$ cat config.mk
export PLATFORM = sky130hd
export DESIGN_NAME = fpu_uart_tx
export DESIGN_NICKNAME = d
export VERILOG_FILES = /design/src/rtl/uart_pkg.sv /design/src/rtl/uart_tx_fifo.sv /design/src/rtl/fpu_uart_tx.sv
export SDC_FILE = /design/constraint.sdc
export NUM_CORES = 1
export LEC_CHECK = 0
export BUFFER_PORTS_ARGS = -buffer_cell sky130_fd_sc_hd__buf_2
export CAP_MARGIN = 20
export CORE_ASPECT_RATIO = 1.2
export CORE_MARGIN = 2
export CORE_UTILIZATION = 50
export DETAILED_ROUTE_END_ITERATION = 6
export PLACE_DENSITY = 0.68
export SKIP_LAST_GASP = 1
export SYNTH_ARGS = -nofsm -noshare
export SYNTH_HDL_FRONTEND = slang
export SYNTH_HIERARCHICAL = 1
export SYNTH_SLANG_ARGS = --single-unit
$ cat constraint.sdc
create_clock -name SI_ClkIn -period 2.78 [get_ports SI_ClkIn]
set_input_delay 0.556 -clock SI_ClkIn [delete_from_list [all_inputs] [get_ports SI_ClkIn]]
set_output_delay 0.556 -clock SI_ClkIn [all_outputs]
set_load 0.02 [all_outputs]
$ cat src/rtl/uart_pkg.sv
// Shared definitions for the FPU test-system UART transmitter.
package uart_pkg;

    // Transmit FSM states, one per part of an 8N1 frame plus the idle line.
    typedef enum logic [1:0] {
        ST_IDLE  = 2'd0,
        ST_START = 2'd1,
        ST_DATA  = 2'd2,
        ST_STOP  = 2'd3
    } uart_state_e;

    // Frame shape: 8 data bits, one start and one stop bit.
    localparam int UART_DATA_BITS  = 8;
    localparam int UART_FRAME_BITS = 10;

    // 50 MHz system clock divided down to 115200 baud.
    localparam int UART_DEFAULT_CLKS_PER_BIT = 434;

endpackage

$ cat src/rtl/uart_tx_fifo.sv
// Small synchronous FIFO buffering bytes ahead of the UART shifter.
// Pushes into a full FIFO and pops from an empty FIFO are ignored.
module uart_tx_fifo #(
    parameter int WIDTH = 8,
    parameter int DEPTH = 4,
    localparam int AW   = $clog2(DEPTH),
    localparam int LW   = AW + 1
) (
    input  logic             i_clk,
    input  logic             i_rst_n,
    input  logic             i_push,
    input  logic [WIDTH-1:0] i_data,
    input  logic             i_pop,
    output logic [WIDTH-1:0] o_data,
    output logic             o_full,
    output logic             o_empty,
    output logic [LW-1:0]    o_level
);

    logic [WIDTH-1:0] r_mem [DEPTH];
    logic [AW-1:0]    r_wr_ptr;
    logic [AW-1:0]    r_rd_ptr;
    logic [LW-1:0]    r_level;
    logic             w_push_ok;
    logic             w_pop_ok;

    // Status is derived only from the registered occupancy count.
    assign o_full    = (r_level == LW'(DEPTH));
    assign o_empty   = (r_level == '0);
    assign o_level   = r_level;
    assign o_data    = r_mem[r_rd_ptr];
    assign w_push_ok = i_push & ~o_full;
    assign w_pop_ok  = i_pop & ~o_empty;

    // Storage array: written on an accepted push.
    // NOTE: the data array has no reset; pointers and level define validity,
    // so resetting it would only cost flops and routing.
    always_ff @(posedge i_clk) begin
        if (w_push_ok) begin
            r_mem[r_wr_ptr] <= i_data;
        end
    end

    // Pointers wrap naturally because DEPTH is a power of two.
    // NOTE: sequential state uses non-blocking assignments so every flop
    // samples pre-edge values regardless of block evaluation order.
    always_ff @(posedge i_clk or negedge i_rst_n) begin
        if (!i_rst_n) begin
            r_wr_ptr <= '0;
            r_rd_ptr <= '0;
            r_level  <= '0;
        end else begin
            if (w_push_ok) begin
                r_wr_ptr <= r_wr_ptr + AW'(1);
            end
            if (w_pop_ok) begin
                r_rd_ptr <= r_rd_ptr + AW'(1);
            end
            if (w_push_ok && !w_pop_ok) begin
                r_level <= r_level + LW'(1);
            end else if (!w_push_ok && w_pop_ok) begin
                r_level <= r_level - LW'(1);
            end
        end
    end

endmodule

$ cat src/rtl/fpu_uart_tx.sv
// 8N1 UART transmitter with a small write-side FIFO.
// Bytes are sent LSB first; back-to-back frames have no idle gap.
module fpu_uart_tx
    import uart_pkg::*;
#(
    parameter int CLKS_PER_BIT = UART_DEFAULT_CLKS_PER_BIT,
    parameter int FIFO_DEPTH   = 4
) (
    input  logic                        SI_ClkIn,
    input  logic                        SI_Reset_N,
    input  logic [7:0]                  wr_data,
    input  logic                        wr_en,
    input  logic                        clr_ovf,
    output logic                        full,
    output logic                        busy,
    output logic [$clog2(FIFO_DEPTH):0] level,
    output logic                        ovf,
    output logic                        tx
);

    localparam int               CW        = $clog2(CLKS_PER_BIT);
    localparam logic [CW-1:0]    BAUD_LAST = CW'(CLKS_PER_BIT - 1);
    localparam logic [2:0]       BIT_LAST  = 3'(UART_DATA_BITS - 1);

    uart_state_e                 r_state;
    logic [CW-1:0]               r_baud;
    logic [2:0]                  r_bit;
    logic [7:0]                  r_shift;
    logic                        r_tx;
    logic                        r_ovf;

    logic [7:0]                  w_fifo_data;
    logic                        w_fifo_full;
    logic                        w_fifo_empty;
    logic [$clog2(FIFO_DEPTH):0] w_level;
    logic                        w_baud_done;
    logic                        w_pop;

    assign w_baud_done = (r_baud == BAUD_LAST);

    // The FIFO is popped only when the FSM moves into START.
    assign w_pop = ~w_fifo_empty &
                   ((r_state == ST_IDLE) | ((r_state == ST_STOP) & w_baud_done));

    uart_tx_fifo #(
        .WIDTH (8),
        .DEPTH (FIFO_DEPTH)
    ) u_fifo (
        .i_clk   (SI_ClkIn),
        .i_rst_n (SI_Reset_N),
        .i_push  (wr_en),
        .i_data  (wr_data),
        .i_pop   (w_pop),
        .o_data  (w_fifo_data),
        .o_full  (w_fifo_full),
        .o_empty (w_fifo_empty),
        .o_level (w_level)
    );

    assign full  = w_fifo_full;
    assign level = w_level;
    assign busy  = (r_state != ST_IDLE) | (w_level != '0);
    assign ovf   = r_ovf;
    assign tx    = r_tx;

    // Sticky overflow: a dropped write wins over a same-cycle clear.
    always_ff @(posedge SI_ClkIn or negedge SI_Reset_N) begin
        if (!SI_Reset_N) begin
            r_ovf <= 1'b0;
        end else if (wr_en && w_fifo_full) begin
            r_ovf <= 1'b1;
        end else if (clr_ovf) begin
            r_ovf <= 1'b0;
        end
    end

    // Frame sequencer: state, baud counter, bit index, shifter and line driver.
    always_ff @(posedge SI_ClkIn or negedge SI_Reset_N) begin
        if (!SI_Reset_N) begin
            r_state <= ST_IDLE;
            r_baud  <= '0;
            r_bit   <= '0;
            r_shift <= '0;
            r_tx    <= 1'b1;
        end else begin
            case (r_state)
                ST_IDLE: begin
                    r_tx   <= 1'b1;
                    r_baud <= '0;
                    if (w_pop) begin
                        r_state <= ST_START;
                        r_shift <= w_fifo_data;
                        r_tx    <= 1'b0;
                    end
                end

                ST_START: begin
                    if (w_baud_done) begin
                        r_state <= ST_DATA;
                        r_baud  <= '0;
                        r_bit   <= '0;
                        r_tx    <= r_shift[0];
                    end else begin
                        r_baud <= r_baud + CW'(1);
                    end
                end

                ST_DATA: begin
                    if (w_baud_done) begin
                        r_baud  <= '0;
                        r_shift <= r_shift >> 1;
                        if (r_bit == BIT_LAST) begin
                            r_state <= ST_STOP;
                            r_tx    <= 1'b1;
                        end else begin
                            r_bit <= r_bit + 3'd1;
                            r_tx  <= r_shift[1];
                        end
                    end else begin
                        r_baud <= r_baud + CW'(1);
                    end
                end

                ST_STOP: begin
                    if (w_baud_done) begin
                        r_baud <= '0;
                        if (w_pop) begin
                            r_state <= ST_START;
                            r_shift <= w_fifo_data;
                            r_tx    <= 1'b0;
                        end else begin
                            r_state <= ST_IDLE;
                        end
                    end else begin
                        r_baud <= r_baud + CW'(1);
                    end
                end

                default: begin
                    r_state <= ST_IDLE;
                    r_baud  <= '0;
                    r_tx    <= 1'b1;
                end
            endcase
        end
    end

endmodule

# [Yosys cells after proc, flatten, opt, wreduce, memory -nomap -nowiden]
# Memories as Yosys holds them, arrays and structs flattened.
# Index checks and enable logic that the tools add are counted.
[op_classes] n_bitwise=8 n_eq_ne=13 n_mux=30 n_addsub=6 n_reduce_logical=18
[ops] op="8-bit 2-to-1 mux" count=3
[ops] op="8-bit one-hot mux with 3 select lines" count=1
[ops] op="9-bit one-hot mux with 2 select lines" count=1
[ops] op="3-bit 2-to-1 mux" count=5
[ops] op="1-bit 2-to-1 mux" count=11
[ops] op="2-bit 2-to-1 mux" count=5
[ops] op="2-bit != test (second input constant)" count=5
[ops] op="9-bit by 1-bit adder with 9-bit output (second input constant)" count=1
[ops] op="9-bit equality test (second input constant)" count=1
[ops] op="9-bit 2-to-1 mux" count=1
[ops] op="2-bit one-hot mux with 4 select lines" count=1
[ops] op="4-bit AND reduction" count=2
[ops] op="2-bit nonzero test" count=4
[ops] op="3-bit by 1-bit adder with 3-bit output (second input constant)" count=2
[ops] op="3-bit equality test (second input constant)" count=2
[ops] op="3-bit one-hot mux with 2 select lines" count=1
[ops] op="3-bit nonzero test" count=2
[ops] op="5-bit AND reduction" count=1
[ops] op="2-bit by 1-bit adder with 2-bit output (second input constant)" count=2
[ops] op="1-bit bitwise AND" count=4
[ops] op="2-bit equality test (second input constant)" count=2
[ops] op="2-bit by 1-bit != test with 1-bit output (second input constant)" count=2
[ops] op="1-bit one-hot mux with 4 select lines" count=1
[ops] op="1-bit logical AND" count=3
[ops] op="9 further kinds" count=12
[totals] in_bits=12 ff_bits=31 ram_bits=32 wordCells=85 n_memories=1
[memory_table] memory="u_fifo.r_mem" words=4 width=8 rd=1 rd_ports_with_merged_regs=0 wr=1 line="uart_tx_fifo.sv:20" rtl="logic [WIDTH-1:0] r_mem [DEPTH];"

# [Depth between registers and ports, before layout]
# Gate-level depths: netlist (run 1).
[logic_depth] word_depth=8 ltp_mapped=13

# [Hierarchy]
# The synthesis (run 1) kept the hierarchy.
[by_module_without_submodules] mod="uart_tx_fifo" cells_each=77 area_each_um2=1589.0 n_inst=1
[by_module_without_submodules] mod="fpu_uart_tx" cells_each=129 area_each_um2=1372.6 n_inst=1

# [Worst setup path before layout (run 1)]
# OpenSTA, ideal clock, no wires.
[synth_timing] kind="flip-flop to flip-flop" start="register r_baud[3]" end="register u_fifo.r_level[1], in the netlist u_fifo/o_level[1]" path_stages_with_launch=10 required_ps=2655 path_slack_ps=357 path_buffers=0 synth_period_minus_slack_ps=2423 arrival_ps=2298 cell_sequence="dfrtp_1 -> or2_4 -> nor4_4 -> nand2_1 -> a21oi_1 -> nand2b_1 -> ha_1 -> inv_1 -> fa_1 -> mux2_2"
[synth_between] elab_chain_len=8 word_cells_on_any_way=10
[synth_lines] item="start: declaration" line="fpu_uart_tx.sv:26" rtl="logic [CW-1:0] r_baud;"
[synth_lines] item="start signal: assignment" line="fpu_uart_tx.sv:104" rtl="r_baud <= r_baud + CW'(1);"
[synth_lines] item="start signal: assignment" line="fpu_uart_tx.sv:120" rtl="r_baud <= r_baud + CW'(1);"
[synth_lines] item="start signal: assignment" line="fpu_uart_tx.sv:135" rtl="r_baud <= r_baud + CW'(1);"
[synth_lines] item="9-bit equality test (*)" line="fpu_uart_tx.sv:39" rtl="assign w_baud_done = (r_baud == BAUD_LAST);"
[synth_lines] item="1-bit bitwise AND (*)" line="fpu_uart_tx.sv:43" rtl="((r_state == ST_IDLE) | ((r_state == ST_STOP) & w_baud_done));"
[synth_lines] item="1-bit OR (*)" line="fpu_uart_tx.sv:43"
[synth_lines] item="1-bit bitwise AND (*)" line="fpu_uart_tx.sv:42" rtl="assign w_pop = ~w_fifo_empty &"
[synth_lines] item="via w_pop" line="fpu_uart_tx.sv:37" rtl="logic w_pop;"
[synth_lines] item="1-bit bitwise AND (*)" line="uart_tx_fifo.sv:33" rtl="assign w_pop_ok = i_pop & ~o_empty;"
[synth_lines] item="1-bit zero test" line="uart_tx_fifo.sv:59" rtl="if (w_push_ok && !w_pop_ok) begin"
[synth_lines] item="1-bit logical AND" line="uart_tx_fifo.sv:59"
[synth_lines] item="3-bit 2-to-1 mux or 2-bit nonzero test (tied branches)"
[synth_lines] item="end signal: assignment" line="uart_tx_fifo.sv:60" rtl="r_level <= r_level + LW'(1);"
[synth_lines] item="end signal: assignment" line="uart_tx_fifo.sv:62" rtl="r_level <= r_level - LW'(1);"
[synth_lines] item="end: declaration" line="uart_tx_fifo.sv:23" rtl="logic [LW-1:0] r_level;"
# The timed path passes the listed nets; every way through them passes the cells marked *.
# A chain may end at the register's enable or synchronous reset.

# [Worst setup path after layout (run 1)]
[layout_timing] start="register r_state[0]" end="output busy"
[layout_between] elab_chain_len=2
[layout_lines] item="start: declaration" line="fpu_uart_tx.sv:25" rtl="uart_state_e r_state;"
[layout_lines] item="start signal: assignment" line="fpu_uart_tx.sv:80" rtl="r_state <= ST_IDLE;"
[layout_lines] item="start signal: assignment" line="fpu_uart_tx.sv:91" rtl="r_state <= ST_START;"
[layout_lines] item="start signal: assignment" line="fpu_uart_tx.sv:99" rtl="r_state <= ST_DATA;"
[layout_lines] item="2-bit nonzero test" line="fpu_uart_tx.sv:62" rtl="assign busy = (r_state != ST_IDLE) | (w_level != '0);"
[layout_lines] item="1-bit OR" line="fpu_uart_tx.sv:62"
[layout_lines] item="end: declaration" line="fpu_uart_tx.sv:15" rtl="output logic busy,"
# Every way passes these cells.

==> results of run 1 <==
==> registers in the layout, indices dropped and copies added, names as in the netlist <==
signal           count
u_fifo/r_mem        32
r_baud               9
r_shift              8
r_bit                3
u_fifo/o_level       3
r_state              2
u_fifo/r_rd_ptr      2
u_fifo/r_wr_ptr      2
ovf                  1
tx                   1
==> logic make-up (layout without fill, tap and decap cells) <==
logic type / Yosys count / in the layout / share of synthesized area (%)
AOI/OAI and AO/OA: 22 / 22 / 5.323
xor gates and xnor gates: 13 / 13 / 3.845
adders and majority gates: 15 / 15 / 6.591
buffers and inverters: 18 / 49 / 2.577
DFF: 63 / 63 / 58.68
muxes: 27 / 27 / 13.43
and+or+nand+nor: 48 / 48 / 9.549
==> cell type report <==
class	count	area [µm²]
Sequential cell	63	1738
Timing Repair Buffer	21	112.6
Tap cell	80	100.1
Multi-Input combinational cell	125	1147
Inverter	12	45.04
Fill cell	470	2359
Clock buffer	9	123.9
Clock inverter	7	80.08
==> through the flow <==
stage               util (%)  setup slack [ns]  total power, µW  hold slack [ns]
floorplan                  -            0.3570             2502           0.2604
global placement       55.09            0.3836             2759           0.4722
detailed placement     55.09            0.3266             2794           0.4838
CTS                    58.66            0.1955             3610           0.2740
global route           58.66           0.07498             3825           0.2961
finish                 58.66            0.2212             3556           0.2505
==> layout by cell type, fill, tap and decap left out, drive strengths merged, types with 2 or more instances in the layout <==
| cell type | count |
|---|---|
| mux4 | 8 |
| edfxtp | 32 |
| clkbuf | 9 |
| a2bb2oi | 2 |
| nand3 | 3 |
| clkinvlp | 2 |
| nand2b | 2 |
| dfrtp | 30 |
| ha | 14 |
| buf | 21 |
| o21ai | 7 |
| nor2 | 12 |
| and2 | 5 |
| a22o | 3 |
| inv | 15 |
| mux2 | 19 |
| or2 | 2 |
| nor2b | 3 |
| xnor2 | 8 |
| o31ai | 2 |
| nor3 | 5 |
| xor2 | 5 |
| nand2 | 8 |
| a21oi | 3 |
==> power by group through the flow <==
stage	Clock (µW)	Sequential [µW]	Combinational, µW
6_report	811	1490	1250
5_1_grt	879	1530	1410
4_1_cts	833	1500	1280
3_5_place_dp	0	1520	1280
3_3_place_gp	0	1500	1250
2_1_floorplan	0	1450	1050
==> routing by layer <==
metal	GRT usage (%)	routed length (µm)
met3	6.150	165
met5	0	0
met4	7.143	74
met2	23.78	2219
met1	21.10	1999
==> worst max path at each step <==
stage                      startpoint                             to  slack (ns)  cells after the start
4_1_cts        r_state[0]$_DFFE_PN0P_                           busy        0.20                      5
3_3_place_gp      r_baud[3]$_DFF_PN0_  u_fifo/o_level[1]$_DFFE_PN0P_        0.38                      9
3_5_place_dp      r_baud[3]$_DFF_PN0_  u_fifo/o_level[1]$_DFFE_PN0P_        0.33                      9
5_1_grt        r_state[0]$_DFFE_PN0P_                           busy        0.07                      5
6_report       r_state[0]$_DFFE_PN0P_                           busy        0.22                      5
2_1_floorplan     r_baud[3]$_DFF_PN0_  u_fifo/o_level[1]$_DFFE_PN0P_        0.36                      9
==> results.sh, run 1 <==
export IMPL_run_status="completed"
export IMPL_drt_pass1_iter_count=4
export IMPL_p_int_uw=2364
export IMPL_path_cells="inv_1 > ha_1 > inv_1 > or4_1 > buf_2"
export IMPL_synth_main_ff_cell="sky130_fd_sc_hd__edfxtp_1"
export IMPL_slew_viol_final=0
export IMPL_clkPwrFrac_pct=22.8
export IMPL_overall_track_demand_over_capacity_in_global_routing_pct=16.04
export IMPL_gp_congestion=0.7826
export IMPL_drive_above_1_share_pct=31.65
export IMPL_synth_area_um2=2962
export IMPL_power_ir_vdd_worst_uv=529.6
export IMPL_post_synth_top_count_cell="sky130_fd_sc_hd__edfxtp_1"
export IMPL_p_sw_share_pct=33.52
export IMPL_final_area_um2=3347
export IMPL_htree_levels=3
export IMPL_number_of_maximum_capacitance_violations=0
export IMPL_fp_dieArea_um2=6557
export IMPL_synth_fp_nets=233
export IMPL_synth_area_leader_cell="sky130_fd_sc_hd__edfxtp_1"
export IMPL_insertion_delay_ns=0.34
export IMPL_critical_path_top_delay_family="simple AND/OR/NAND/NOR gates"
export IMPL_cts_inserted_buffers=9
export IMPL_final_setup_tns_ns=0
export IMPL_floorplan_initialDensity_pct=51.91
export IMPL_drc_marker_count_from_the_first_detailed_route_iteration=90
export IMPL_buffer_ports_inserted=18
export IMPL_pwr_share_seq_pct=42.0
export IMPL_vias=1659
export IMPL_number_of_global_route_vias_before_repair=1616
export IMPL_route_detailed_wl_per_inst_um=14.06
export IMPL_p_leak_uw=0.001339
export IMPL_synth_edff_count=32
export IMPL_antenna_violations_before_repair=0
export IMPL_core_area_um2=5705
export IMPL_die_height_um=88.31
export IMPL_postRouteWirelength_um=4458
export IMPL_worstPathRequired_ns=2.22
export IMPL_global_route_overflow_total=0
export IMPL_rr_endpoint="u_fifo/o_level[1]$_DFFE_PN0P_"
export IMPL_clock_path_buffers=2
export IMPL_synthTopCellsByCount="sky130_fd_sc_hd__edfxtp_1 (32), sky130_fd_sc_hd__dfrtp_1 (30), sky130_fd_sc_hd__mux2_2 (18), sky130_fd_sc_hd__ha_1 (14)"
export IMPL_critical_path_top_cell_by_count="sky130_fd_sc_hd__inv_1"
export IMPL_cts_post_setup_buffers_inserted=0
export IMPL_reg2reg_depth=9
export IMPL_cts_root_buffer_cell="sky130_fd_sc_hd__clkbuf_8"
export IMPL_final_antenna_net_count=0
export IMPL_synthArstFlopShare_pct=49.21
export IMPL_r2r_slack_ns=0.34
export IMPL_hold_path_class="in2async"
export IMPL_fp_row_count=30
export IMPL_critPathArrivalTime_ns=2.00
export IMPL_post_cts_hold_buffer_count=0
export IMPL_hpwlAfterDp_um=3128
export IMPL_worst_path_largest_cell_delay_ns=0.52
export IMPL_finalClockSkew_ns=0.007056
export IMPL_placedCellCount=301
export IMPL_grt_first_pass_wirelength_um=7624
export IMPL_setup_violations_final=0
export IMPL_maximum_number_of_pins_on_one_net_before_global_route_repair=32
export IMPL_critical_path_endpoint_type="primary output"
export IMPL_tightest_slew_ns=0.6994
export IMPL_switchingPower_uw=1192
export IMPL_r2r_start="r_baud[3]$_DFF_PN0_"
export IMPL_seq_cells_post_synth=63
export IMPL_comb_power_share_pct=35.3
export IMPL_tritoncts="yes"
export IMPL_dpl_cell_area_um2=3143
export IMPL_final_instance_count_excl_fill=317
export IMPL_floorplan_die_width_um=74.26
export IMPL_synthDistinctLibCells=45
export IMPL_power_density_nw_per_um2=1063
export IMPL_max_freq_ghz=0.3908
export IMPL_setup_crit_path_kind="reg2out"
export IMPL_flow_area_growth_from_synthesis_pct=13.01
export IMPL_detail_route_drc_violations=0
export IMPL_path_max_fanout=6
export IMPL_timing_max_slew_rel_slack_pct=53.37
export IMPL_number_of_gates_resized_after_cts=0
export IMPL_synth_sequential_area_ratio_pct=58.68
export IMPL_final_hold_violation_count=0
export IMPL_grt_setup_unrepaired="false"
export IMPL_synth_area_per_cell_um2=14.38
export IMPL_cts_clk_slew_worst_paths_ns=0.08
export IMPL_period_minus_slack_ns=2.559
export IMPL_io_pins=19
export IMPL_yosysTopAreaCellShare_pct=32.45
export IMPL_finalCritPeriodShare_pct=92.04
export IMPL_netlist_top_cells_area="sky130_fd_sc_hd__edfxtp_1 (32%), sky130_fd_sc_hd__dfrtp_1 (25%), sky130_fd_sc_hd__mux2_2 (6.8%)"
export IMPL_critical_path_startpoint_type="register"
export IMPL_nets=259
export IMPL_netlist_instances=206
export IMPL_clkSinkCount=63
export IMPL_worstPathBufferInverterCount=3
export IMPL_worst_path_max_delay_cell="sky130_fd_sc_hd__or4_1"
export IMPL_total_number_of_yosys_warnings=6
export IMPL_antenna_cells=0
export IMPL_avgViaCountPerCell=5.233
Power figures use the tool's default switching activity.
==> run 2, diff against run 1 <==
--- a/config.mk
+++ b/config.mk
@@ -5,10 +5,10 @@
 export SDC_FILE = /design/constraint.sdc
 export NUM_CORES = 1
 export LEC_CHECK = 0
+export ABC_AREA = 1
 export BUFFER_PORTS_ARGS = -buffer_cell sky130_fd_sc_hd__buf_2
 export CAP_MARGIN = 20
 export CORE_ASPECT_RATIO = 1.2
-export CORE_MARGIN = 2
 export CORE_UTILIZATION = 50
 export DETAILED_ROUTE_END_ITERATION = 6
 export PLACE_DENSITY = 0.68
==> run 2 against run 1 <==
  * Clock skew is 0.0035 ns higher
  * Maximum frequency is 6.3% higher
  * Clock power is 0.7% lower
  * Sequential power is 20% lower
  * Worst hold slack worse by 0.0018 ns
  * Critical path type is now reg2reg
  * Largest cell class unchanged
  * Largest power group unchanged
==> results.sh, run 2 <==
export IMPL_slew_viol_final=0
export IMPL_timing_max_slew_rel_slack_pct=37.64
export IMPL_met1_usage_pct=22.35
export IMPL_hold_path_class="in2async"
export IMPL_hpwlAfterDp_um=3594
export IMPL_drive_above_1_share_pct=14.92
export IMPL_synth_area_um2=3137
export IMPL_worstPathBufferInverterCount=4
export IMPL_antenna_cells=0
export IMPL_antenna_violations_before_repair=0
export IMPL_clock_path_buffers=2
export IMPL_clkSinkCount=63
export IMPL_final_antenna_net_count=0
export IMPL_global_route_peak_usage_layer="met2"
export IMPL_worst_path_largest_cell_delay_ns=0.44
export IMPL_synth_edff_count=32
export IMPL_synthDistinctLibCells=30
export IMPL_run_status="completed"
export IMPL_nets=384
export IMPL_vias=2170
export IMPL_number_of_global_route_vias_before_repair=1962
export IMPL_grt_setup_unrepaired="false"
export IMPL_post_cts_hold_buffer_count=0
export IMPL_buffer_ports_inserted=18
export IMPL_setup_violations_final=0
export IMPL_critical_path_top_cell_by_count="sky130_fd_sc_hd__inv_1"
export IMPL_post_synth_top_count_cell="sky130_fd_sc_hd__nand2_1"
export IMPL_path_cells="inv_1 > ha_1 > inv_2 > a21oi_1 > nand2_4 > inv_1 > nand2_1 > ha_1 > inv_1 > fa_1 > nand2_1 > o21ai_0"
export IMPL_total_number_of_yosys_warnings=6
export IMPL_insertion_delay_ns=0.34
export IMPL_yosysTopAreaCellShare_pct=30.63
export IMPL_tightest_slew_ns=0.9319
export IMPL_critPathArrivalTime_ns=2.63
export IMPL_synthArstFlopShare_pct=49.21
export IMPL_die_height_um=88.77
export IMPL_tritoncts="yes"
export IMPL_core_area_um2=6051
export IMPL_final_setup_tns_ns=0
export IMPL_fp_dieArea_um2=6596
export IMPL_synth_main_ff_cell="sky130_fd_sc_hd__edfxtp_1"
export IMPL_cts_root_buffer_cell="sky130_fd_sc_hd__clkbuf_8"
export IMPL_netlist_instances=332
export IMPL_seq_cells_post_synth=63
export IMPL_p_leak_uw=0.001665
export IMPL_detail_route_drc_violations=0
export IMPL_power_density_nw_per_um2=690.2
export IMPL_overall_track_demand_over_capacity_in_global_routing_pct=18.63
export IMPL_maximum_number_of_pins_on_one_net_before_global_route_repair=34
export IMPL_filler_cell_count=522
export IMPL_use_met2_pct=30.99
export IMPL_synthTopCellsByCount="sky130_fd_sc_hd__nand2_1 (108), sky130_fd_sc_hd__inv_1 (43), sky130_fd_sc_hd__edfxtp_1 (32), sky130_fd_sc_hd__dfrtp_1 (30), sky130_fd_sc_hd__nand3_1 (23)"
export IMPL_final_hold_violation_count=0
export IMPL_drt_pass1_iter_count=4
export IMPL_finalClockSkew_ns=0.01057
export IMPL_period_minus_slack_ns=2.407
export IMPL_cts_clk_slew_worst_paths_ns=0.08
export IMPL_postRouteWirelength_um=5218
export IMPL_path_max_fanout=6
export IMPL_synth_area_leader_cell="sky130_fd_sc_hd__edfxtp_1"
export IMPL_gp_congestion=0.7911
export IMPL_floorplan_die_width_um=74.31
export IMPL_critical_path_top_delay_family="adder cells"
export IMPL_floorplan_initialDensity_pct=51.84
export IMPL_fin_util_pct=57.65
export IMPL_worst_path_max_delay_cell="sky130_fd_sc_hd__dfrtp_1"
export IMPL_flow_area_growth_from_synthesis_pct=11.21
export IMPL_cts_post_setup_buffers_inserted=0
export IMPL_htree_levels=3
export IMPL_finalCritPeriodShare_pct=86.57
export IMPL_io_pins=19
export IMPL_max_flop_register="u_fifo/r_mem"
export IMPL_number_of_gates_resized_after_cts=0
export IMPL_critical_path_endpoint_type="register"
export IMPL_max_freq_ghz=0.4155
export IMPL_setup_crit_path_kind="reg2reg"
export IMPL_grt_first_pass_wirelength_um=8797
export IMPL_worstPathRequired_ns=3.01
export IMPL_cts_inserted_buffers=9
export IMPL_fp_row_count=31
export IMPL_gr_usage_met3_pct=4.442
export IMPL_synth_sequential_area_ratio_pct=55.40
export IMPL_top_regs="u_fifo/r_mem x32, r_baud x9, r_shift x8"
export IMPL_largest_register_ffs=32
export IMPL_avgViaCountPerCell=4.887
export IMPL_power_ir_vdd_worst_uv=432.1
export IMPL_synth_area_per_cell_um2=9.448
export IMPL_route_detailed_wl_per_inst_um=11.75
export IMPL_mostFrequentLayoutCell="sky130_fd_sc_hd__nand2_1"
export IMPL_mostFrequentLayoutCells="sky130_fd_sc_hd__nand2_1 (108), sky130_fd_sc_hd__inv_1 (43), sky130_fd_sc_hd__edfxtp_1 (32)"
export IMPL_global_route_overflow_total=0
export IMPL_design_power_total_uw=2408
export IMPL_critical_path_startpoint_type="register"
export IMPL_synth_fp_nets=359
export IMPL_number_of_maximum_capacitance_violations=0
export IMPL_netlist_top_cells_area="sky130_fd_sc_hd__edfxtp_1 (31%), sky130_fd_sc_hd__dfrtp_1 (24%), sky130_fd_sc_hd__nand2_1 (13%)"
export IMPL_drc_marker_count_from_the_first_detailed_route_iteration=94
## run 2: metrics by stage
stage | cells | setup slack, ns | hold WS (ns) | area, µm²
CTS | 444 | 0.3752 | 0.2664 | 3488
floorplan | 332 | 0.5539 | 0.2604 | 3137
global placement | 428 | 0.4865 | 0.4482 | 3284
global route | 444 | 0.1200 | 0.3006 | 3488
finish | 444 | 0.3733 | 0.2487 | 3488
detailed placement | 428 | 0.3616 | 0.4576 | 3284
## run 2: layout make-up
class	count	area, µm²	area share (%)
tap	82	102.6	2.941
sequential	63	1738	49.82
timing repair buffer	20	105.1	3.013
multi-input combinational	214	1155	33.11
clock inverter	7	80.08	2.296
inverter	49	183.9	5.273
clock buffer	9	123.9	3.551
## run 2: kinds of logic after synthesis
logic type                 count (synthesis)  synth area share, %
DFF                                       63                55.40
and+or+nand+nor                          165                22.94
AOI/OAI and AO/OA                         31                6.821
adders and majority gates                 15                6.223
xor gates and xnor gates                   3               0.8378
buffers and inverters                     55                7.778
## run 2: worst paths after layout
| check | startpoint | end | slack, ns | cells after the start |
|---|---|---|---|---|
| worst min register to register | tx$_DFFE_PN1P_ | tx$_DFFE_PN1P_ | 0.46 | 2 |
| max in group asynchronous | SI_Reset_N | r_shift[5]$_DFFE_PN0P_ | 2.08 | 1 |
| worst min-delay path | SI_Reset_N | r_baud[1]$_DFF_PN0_ | 0.25 | 1 |
| worst max-delay path | r_state[0]$_DFFE_PN0P_ | u_fifo/o_level[1]$_DFFE_PN0P_ | 0.37 | 12 |
| worst max register to register | r_state[0]$_DFFE_PN0P_ | u_fifo/o_level[1]$_DFFE_PN0P_ | 0.37 | 12 |
| min in group SI_ClkIn | clr_ovf | ovf$_DFFE_PN0P_ | 0.40 | 2 |
## run 2: worst reg2reg max path: cells and delay by family, from the launching register on
kind | cells | cell delay, ns
AND/OR/NAND/NOR | 3 | 0.28
flip-flops | 1 | 0.44
adder cells (fa/ha/maj) | 3 | 0.85
buffers and inverters | 4 | 0.38
AO/OA/AOI/OAI | 2 | 0.34
## run 2: metal layers
layer	part of all wire [%]	routed length, µm
met5	0	0
met1	46	2384
met4	2.5	128
met2	49	2552
met3	2.9	153
## run 2: power by group
part	switching [µW]	internal, µW	total (µW)
combinational	277	136	413
clock	383	422	805
sequential	64.8	1120	1190
==> run 3, diff against run 2 <==
==> constraint.sdc (replaced) <==
create_clock -name SI_ClkIn -period 2.9 [get_ports SI_ClkIn]
set_input_delay 0.58 -clock SI_ClkIn [delete_from_list [all_inputs] [get_ports SI_ClkIn]]
set_output_delay 0.58 -clock SI_ClkIn [all_outputs]
set_load 0.02 [all_outputs]
==> run 3 against run 2 <==
  * Final area fell by 1.4%
  * Register-to-register slack better by 0.10 ns
  * Global-route usage shrank 0.97 points
  * First-iteration DRC count did not move
  * Setup slack better by 0.10 ns
  * Critical path depth unchanged
  * Largest power group unchanged
  * Clock skew shrank 0.0029 ns
  * Highest routed layer unchanged
  * Clock power fell by 22%
  * Sequential share of layout area increased by 0.69 points
  * Routed wire length is 1.6% lower
  * Combinational power down 5.8%
  * Via count down 2.1%
==> results.sh, run 3 (synthesized netlist as in run 2, its figures left out) <==
export IMPL_run_status="completed"
export IMPL_core_area_um2=6051
export IMPL_finalClockSkew_ns=0.007677
export IMPL_fp_row_count=31
export IMPL_max_flop_register="u_fifo/r_mem"
export IMPL_r2r_slack_ns=0.48
export IMPL_nets=383
export IMPL_cts_root_buffer_cell="sky130_fd_sc_hd__clkbuf_8"
export IMPL_max_freq_ghz=0.4126
export IMPL_top_regs="u_fifo/r_mem x32, r_baud x9, r_shift x8"
export IMPL_power_density_nw_per_um2=626.9
export IMPL_drc_marker_count_from_the_first_detailed_route_iteration=94
export IMPL_postRouteWirelength_um=5133
export IMPL_critPathArrivalTime_ns=2.65
export IMPL_tritoncts="yes"
export IMPL_switchingPower_uw=650.5
export IMPL_insertion_delay_ns=0.34
export IMPL_fin_util_pct=56.87
export IMPL_largest_register_ffs=32
export IMPL_final_antenna_net_count=0
export IMPL_p_leak_uw=0.001649
export IMPL_setup_crit_path_kind="reg2reg"
export IMPL_floorplan_initialDensity_pct=51.84
export IMPL_clock_path_buffers=2
export IMPL_worstPathRequired_ns=3.12
export IMPL_fp_dieArea_um2=6596
export IMPL_global_route_overflow_total=0
export IMPL_path_max_fanout=5
export IMPL_period_minus_slack_ns=2.424
export IMPL_critical_path_endpoint_type="register"
export IMPL_final_setup_tns_ns=0
export IMPL_timing_max_slew_rel_slack_pct=39.18
export IMPL_cts_inserted_buffers=9
export IMPL_finalCritPeriodShare_pct=83.58
export IMPL_gp_congestion=0.7923
export IMPL_power_ir_vdd_worst_uv=392.6
export IMPL_overall_track_demand_over_capacity_in_global_routing_pct=17.66
export IMPL_comb_power_share_pct=18.0
export IMPL_grt_first_pass_wirelength_um=8404
export IMPL_route_detailed_wl_per_inst_um=11.59
export IMPL_number_of_gates_resized_after_cts=0
export IMPL_avgViaCountPerCell=4.797
export IMPL_mostFrequentLayoutCells="sky130_fd_sc_hd__nand2_1 (108), sky130_fd_sc_hd__inv_1 (43), sky130_fd_sc_hd__edfxtp_1 (32)"
export IMPL_maximum_number_of_pins_on_one_net_before_global_route_repair=34
export IMPL_flow_area_growth_from_synthesis_pct=9.693
export IMPL_hpwlAfterDp_um=3623
export IMPL_grt_setup_unrepaired="false"
export IMPL_number_of_global_route_vias_before_repair=1915
export IMPL_post_cts_hold_buffer_count=0
export IMPL_htree_levels=3
export IMPL_number_of_maximum_capacitance_violations=0
export IMPL_setup_violations_final=0
export IMPL_antenna_cells=0
export IMPL_filler_cell_count=538
export IMPL_drt_pass1_iter_count=4
export IMPL_hold_path_class="in2async"
export IMPL_cts_post_setup_buffers_inserted=0
export IMPL_clkSinkCount=63
export IMPL_critical_path_startpoint_type="register"
export IMPL_final_hold_violation_count=0
export IMPL_p_sw_share_pct=30.16
export IMPL_detail_route_drc_violations=0
export IMPL_cts_clk_slew_worst_paths_ns=0.07
export IMPL_pwr_share_seq_pct=52.9
export IMPL_tightest_slew_ns=0.9090
export IMPL_slew_viol_final=0
export IMPL_clkPwrFrac_pct=29.1
export IMPL_drive_above_1_share_pct=14.40
export IMPL_buffer_ports_inserted=18
export IMPL_mostFrequentLayoutCell="sky130_fd_sc_hd__nand2_1"
export IMPL_io_pins=19
export IMPL_p_int_uw=1506
export IMPL_antenna_violations_before_repair=0
export IMPL_die_height_um=88.77
export IMPL_floorplan_die_width_um=74.31
export IMPL_vias=2125
## run 3: cell types whose count changed in the layout (fill, tap and decap cells not counted), sizes merged
cell	delta
buf	-1
clkinvlp	-1
bufinv	-1
clkinv	+4
inv	-2
## run 3: critical path, cell delays in order (launching register included)
cell and delay, ns:
sky130_fd_sc_hd__dfrtp_1 0.41, sky130_fd_sc_hd__inv_1 0.14, sky130_fd_sc_hd__ha_1 0.25, sky130_fd_sc_hd__inv_2 0.08
sky130_fd_sc_hd__a21oi_1 0.29, sky130_fd_sc_hd__nand2_4 0.12, sky130_fd_sc_hd__inv_1 0.10, sky130_fd_sc_hd__nand2_1 0.08
sky130_fd_sc_hd__ha_1 0.20, sky130_fd_sc_hd__inv_1 0.08, sky130_fd_sc_hd__fa_1 0.41, sky130_fd_sc_hd__nand2_1 0.07
sky130_fd_sc_hd__o21ai_0 0.07
## run 3: final timing paths
kind                                        start                            end  depth (start not counted)
min in group SI_ClkIn                     clr_ovf                ovf$_DFFE_PN0P_                          2
max reg2reg                r_state[1]$_DFFE_PN0P_  u_fifo/o_level[1]$_DFFE_PN0P_                         12
max in group asynchronous              SI_Reset_N         r_shift[5]$_DFFE_PN0P_                          1
min                                    SI_Reset_N            r_baud[5]$_DFF_PN0_                          1
min reg2reg                        tx$_DFFE_PN1P_                 tx$_DFFE_PN1P_                          2
max                        r_state[1]$_DFFE_PN0P_  u_fifo/o_level[1]$_DFFE_PN0P_                         12
## run 3: metrics by stage
step                instance area (µm²)  std cells  total power [µW]  hold WS [ns]  setup slack [ns]
floorplan                          3137        332              1424        0.2844            0.6739
global placement                   3277        427              1539        0.4483            0.6066
detailed placement                 3277        427              1555        0.4519            0.4787
CTS                                3441        443              2183        0.2994            0.4693
global route                       3441        443              2286        0.3386            0.3008
finish                             3441        443              2157        0.2765            0.4762
## run 3: cell type report
class | count | area (µm²) | area share (%)
clock buffer | 9 | 123.9 | 3.600
clock inverter | 7 | 40.04 | 1.164
inverter | 49 | 183.9 | 5.345
multi-input combinational | 214 | 1155 | 33.56
sequential | 63 | 1738 | 50.51
tap | 82 | 102.6 | 2.982
timing repair buffer | 19 | 97.59 | 2.836
## run 3: power groups by stage
stage / clock network [µW] / logic [µW] / registers, µW
after global routing: 677 / 450 / 1160
after detailed placement: 0 / 396 / 1160
final: 627 / 389 / 1140
after global placement: 0 / 384 / 1160
after CTS: 645 / 396 / 1140
after floorplan: 0 / 243 / 1180
## run 3: routing by layer
layer | part of all wire, % | track usage (%)
met5 | 0 | 0
met4 | 2.3 | 9.777
met3 | 2.6 | 3.417
met2 | 51 | 30.74
met1 | 44 | 20.27
